## config.mk

```make
export PLATFORM = sky130hd
export DESIGN_NAME = display_scanner
export DESIGN_NICKNAME = d
export VERILOG_FILES = /design/src/rtl/display_scanner.sv
export SDC_FILE = /design/constraint.sdc
export NUM_CORES = 1
export LEC_CHECK = 0
export BUFFER_PORTS_ARGS = -buffer_cell sky130_fd_sc_hd__buf_2
export CELL_PAD_IN_SITES_DETAIL_PLACEMENT = 1
export CELL_PAD_IN_SITES_GLOBAL_PLACEMENT = 2
export CORE_MARGIN = 3
export CORE_UTILIZATION = 41
export DETAILED_ROUTE_END_ITERATION = 16
export PLACE_DENSITY = 0.84
export SLEW_MARGIN = 20
export SYNTH_ARGS = -nofsm -noshare
export SYNTH_HDL_FRONTEND = slang
export SYNTH_SLANG_ARGS = --single-unit
```

## constraint.sdc

```tcl
create_clock -name clk -period 4.5 [get_ports clk]
set_clock_uncertainty 0.15 [all_clocks]
set_input_delay 0.675 -clock clk [delete_from_list [all_inputs] [get_ports clk]]
set_output_delay 0.675 -clock clk [all_outputs]
set_load 0.01 [all_outputs]
```

## src/rtl/display_scanner.sv

```systemverilog
// Time-multiplexed common-anode 7-segment scanner with blanking gap,
// leading-zero suppression and frame-aligned double buffering of the displayed time.
module display_scanner #(
    parameter int NUM_DIGITS   = 4,
    parameter int REFRESH_DIV  = 100000,
    parameter int BLANK_CYCLES = 1000
) (
    input  logic                      clk,
    input  logic                      rst_n,
    input  logic [4*NUM_DIGITS-1:0]   digits_in,
    input  logic [NUM_DIGITS-1:0]     dp_in,
    input  logic                      load,
    input  logic                      lzb_en,
    output logic [3:0]                bcd_out,
    output logic                      dp_out,
    output logic [NUM_DIGITS-1:0]     anode_n,
    output logic                      frame_done
);

    localparam int CNT_W = (REFRESH_DIV > 1) ? $clog2(REFRESH_DIV) : 1;
    localparam int IDX_W = (NUM_DIGITS > 1) ? $clog2(NUM_DIGITS) : 1;
    localparam logic [CNT_W-1:0] CNT_MAX   = CNT_W'(REFRESH_DIV - 1);
    localparam logic [IDX_W-1:0] IDX_MAX   = IDX_W'(NUM_DIGITS - 1);
    localparam logic [CNT_W-1:0] BLANK_END = CNT_W'(BLANK_CYCLES);

    typedef enum logic {PH_BLANK, PH_DRIVE} phase_e;

    localparam phase_e PH_RESET = (BLANK_CYCLES != 0) ? PH_BLANK : PH_DRIVE;

    logic [CNT_W-1:0]                 cnt_q, cnt_d;
    logic [IDX_W-1:0]                 idx_q, idx_d;
    phase_e                           phase_q, phase_d;
    logic [NUM_DIGITS-1:0][3:0]       disp_q, disp_d;
    logic [NUM_DIGITS-1:0]            dpb_q, dpb_d;
    logic [NUM_DIGITS-1:0][3:0]       pend_q, pend_d;
    logic [NUM_DIGITS-1:0]            pdp_q, pdp_d;
    logic                             flag_q, flag_d;
    logic [NUM_DIGITS-1:0]            anode_q, anode_d;
    logic [3:0]                       bcd_q, bcd_d;
    logic                             dpo_q, dpo_d;
    logic                             fd_q, fd_d;
    logic [NUM_DIGITS-1:0]            lz;
    logic                             wrap;

    always_ff @(posedge clk or negedge rst_n) begin
        if (!rst_n) begin
            cnt_q   <= '0;
            idx_q   <= '0;
            phase_q <= PH_RESET;
            disp_q  <= '1;
            dpb_q   <= '0;
            pend_q  <= '0;
            pdp_q   <= '0;
            flag_q  <= 1'b0;
            anode_q <= '1;
            bcd_q   <= 4'hF;
            dpo_q   <= 1'b1;
            fd_q    <= 1'b0;
        end else begin
            cnt_q   <= cnt_d;
            idx_q   <= idx_d;
            phase_q <= phase_d;
            disp_q  <= disp_d;
            dpb_q   <= dpb_d;
            pend_q  <= pend_d;
            pdp_q   <= pdp_d;
            flag_q  <= flag_d;
            anode_q <= anode_d;
            bcd_q   <= bcd_d;
            dpo_q   <= dpo_d;
            fd_q    <= fd_d;
        end
    end

    // Slot counter, digit index and the pending/display buffer pair.
    always_comb begin
        wrap   = (cnt_q == CNT_MAX) && (idx_q == IDX_MAX);
        cnt_d  = (cnt_q == CNT_MAX) ? '0 : cnt_q + 1'b1;
        idx_d  = idx_q;
        disp_d = disp_q;
        dpb_d  = dpb_q;
        pend_d = pend_q;
        pdp_d  = pdp_q;
        flag_d = flag_q;
        if (cnt_q == CNT_MAX) begin
            idx_d = (idx_q == IDX_MAX) ? '0 : idx_q + 1'b1;
        end
        if (load) begin
            pend_d = digits_in;
            pdp_d  = dp_in;
            flag_d = 1'b1;
        end
        // A load coinciding with the wrap bypasses pending and lands on the same edge.
        if (wrap) begin
            flag_d = 1'b0;
            if (load) begin
                disp_d = digits_in;
                dpb_d  = dp_in;
            end else if (flag_q) begin
                disp_d = pend_q;
                dpb_d  = pdp_q;
            end
        end
    end

    always_comb begin
        phase_d = phase_q;
        case (phase_q)
            PH_BLANK: if (cnt_d == BLANK_END) phase_d = PH_DRIVE;
            PH_DRIVE: if ((cnt_d == '0) && (BLANK_END != '0)) phase_d = PH_BLANK;
            default:  phase_d = PH_RESET;
        endcase
    end

    // lz[i]: every digit from position i up to the most significant one is zero.
    always_comb begin
        lz = '1;
        for (int unsigned i = 0; i < NUM_DIGITS; i++) begin
            for (int unsigned k = 0; k < NUM_DIGITS; k++) begin
                if ((k >= i) && (disp_d[k] != 4'h0)) lz[i] = 1'b0;
            end
        end
    end

    always_comb begin
        anode_d = '1;
        bcd_d   = 4'hF;
        dpo_d   = 1'b1;
        fd_d    = (cnt_d == '0) && (idx_d == '0);
        if ((phase_d == PH_DRIVE) && !(lzb_en && (idx_d != '0) && lz[idx_d])) begin
            anode_d[idx_d] = 1'b0;
            bcd_d          = disp_d[idx_d];
            dpo_d          = ~dpb_d[idx_d];
        end
    end

    assign anode_n    = anode_q;
    assign bcd_out    = bcd_q;
    assign dp_out     = dpo_q;
    assign frame_done = fd_q;

endmodule

```

==> results.md <==
* Outcome: complete, no violations
* Overall Global Routing Usage at 0.194
* Final GP Congestion at 0.825
* Routed WL at 8.77 mm
* Endpoints failing setup at 0
* Global-route wire length before repair at 15.0 mm
* Syn-to-layout area delta at 12.1%
* Most used routing layer in global routing: met2
* Vias per Instance at 5.57
* Netlist cell types at 59
* Top-area cell type share of the netlist area at 0.329
* Mapped Cells at 335
* N_diodes at 0
* Fill cell count at 941
* Core area at 8260 µm²
* Initial antenna violation count at 0
* Setup TNS at 0 ns
* CTS hold repair buffers at 0
* Synth top area cells: dfrtp_1, dfstp_2, mux2_2
* Clk root buf: clkbuf_8
* CTS Sinks at 71
* Max frequency at 302 MHz
* Mean post-synth cell area at 10.4 µm²
* Residual DRC count at 0
* Setup slack, reg-to-reg at 1.18 ns
* Peak supply drop at 0.000165 V
* GR Util met1 at 0.279
* Die Y at 98.4 µm
* Crit path capture type: register
* CTS tree: built
* Final Hold Vio Count at 0
* Hold Worst Slack at 0.325 ns
* H-tree Lvls at 3
* Max-cap violation count at 0
* Iteration-0 DRC Markers at 110
* Most common cell in the netlist: dfrtp_1
* Pin count of the biggest net entering global routing at 72
* Met2 usage at 0.294
* PnR worst setup slack at 1.18 ns
* EDFF count, synth at 0
* CP Launch Type: register
* Final #Nets at 389
* Share of layout cells above drive strength 1 at 0.302
* Total Power at 1.24 mW
* Antenna Nets Post-Route at 0
* Syn Nets at 361
* Reg clk slew, reported paths at 0.09 ns
* Vias in the first global route at 2927
* Post-CTS Setup Inserts at 0
* GR Util met3 at 0.0300
* Area of the mapped netlist at 3500 µm²
* Pre-CTS WS at 1.01 ns
* DR pass1 iterations at 4
* Required @ worst endpoint at 4.61 ns
* Asr flop ratio synth at 1.00
* FP Rows at 33
* Sequential share of the synthesized area at 0.517
* Wire per inst at 18.5 µm
* Initial Utilization at 0.424
* Pleak at 1.70 nW
* Post_cts resized at 0
* Overflow after GRT at 0
* I/O pins at 34
* Pwr/cell area at 316 nW/µm²
* Vias at 2634
* Die X at 98.4 µm
* Clk_lat worst skew at 0.35 ns
* Arrival @ worst endpoint at 3.42 ns
* Yosys warns at 0
* Least-Margin Pin Slew at 0.930 ns
* Clock Tree Buf Depth at 2
* Setup CP Type: reg -> reg
* Min Clock Period, post-route at 3.32 ns
* Slew Viols, Final at 0
* Worst rel slew slack at 0.380
* Inserted Clock Buffers at 9
* Crit-path max FO at 18
* #FFs+latches synth at 71
* RSZ-0062 raised after global routing: no
* Tcrit/Tclk final at 0.737
* DP Wirelength at 6.14 mm
* Area leader, netlist: dfrtp_1
* Worst min path class: reg -> reg
* Most used DFF post-synth: dfrtp_1
* Die area at 9680 µm²
* Synth cell count leaders: dfrtp_1, nor2_1, nand2_1, dfstp_2, mux2_2
* Port Buffers at 33
[cells in the final DEF, fill, tap and decap left out, drive strengths merged, types with 3 or more instances in the layout]
master,netlist,routed
a211oi,7,7
a21oi,4,4
a31oi,4,4
a32oi,4,4
a41oi,3,3
and2,4,4
and3,5,5
buf,9,35
clkbuf,9,9
clkinvlp,0,3
dfrtp,46,46
dfstp,25,25
inv,11,12
mux2,23,23
nand2,33,33
nand3,18,18
nand4,7,7
nand4b,3,3
nor2,42,42
nor3,4,4
nor4,6,6
o211ai,5,5
o21a,4,4
o21ai,7,7
o22ai,7,7
xnor2,10,10
xor2,8,8
[through the flow]
step                instances   util  instance area (µm²)
floorplan                 335      -                 3500
finish                    473  0.475                 3920
global route              473  0.475                 3920
global placement          457  0.451                 3730
CTS                       473  0.475                 3920
detailed placement        457  0.451                 3730
[flip-flops by register name (all words and copies together) (netlist names)]
register	cells
anode_n	4
bcd_out	4
cnt_q	17
disp_q	16
dp_out	1
dpb_q	4
flag_q	1
frame_done	1
idx_q	2
pdp_q	4
pend_q	16
phase_q	1
[layer usage]
| metal | vias to the layer above | routed length (µm) |
|---|---|---|
| li1 | 1253 | - |
| met1 | 1323 | 4400 |
| met2 | 45 | 3920 |
| met3 | 13 | 272 |
| met4 | 0 | 179 |
| met5 | - | 0 |
[worst max-delay path, stage by stage (launching register included)]
cell and delay [ns]:
dfrtp_1 0.41, ha_1 0.29, nand3_2 0.19, nor4_4 0.58
nand2_2 0.21, mux2i_4 0.58, inv_2 0.16, a211oi_1 0.25
nor4_1 0.09, o211ai_2 0.16, o2111ai_1 0.17
[cell type report]
class	count	area, µm²	area share
sequential	71	1810	0.461
multi-input combinational	235	1570	0.399
timing repair buffer	35	180	0.0459
tap	105	131	0.0335
clock buffer	9	124	0.0316
clock inverter	7	71.3	0.0182
inverter	11	41.3	0.0105
[where the power goes]
part / internal [mW] / total (mW) / switching (mW)
Combinational: 0.0250 / 0.0602 / 0.0352
Sequential: 0.659 / 0.666 / 0.00670
Clock: 0.256 / 0.515 / 0.259
Total: 0.940 / 1.24 / 0.301
[final timing paths]
path                            from         to  depth (start not counted)
max                         cnt_q[0]     dp_out                         10
min in group asynchronous      rst_n  cnt_q[12]                          2
min reg2reg                disp_q[0]  disp_q[0]                          2
min                        disp_q[0]  disp_q[0]                          2
max in group asynchronous      rst_n   pdp_q[3]                          2
max reg2reg                 cnt_q[0]     dp_out                         10
[kinds of logic (layout without fill, tap and decap cells)]
group | Yosys count | after routing | synth area share
xor gates and xnor gates | 18 | 18 | 0.0451
AOI/OAI and AO/OA | 54 | 54 | 0.114
and+or+nand+nor | 136 | 136 | 0.198
buffers and inverters | 29 | 62 | 0.0354
DFF | 71 | 71 | 0.517
muxes | 25 | 25 | 0.0833
adders and majority gates | 2 | 2 | 0.00715
(Power assumes the default switching activity.)
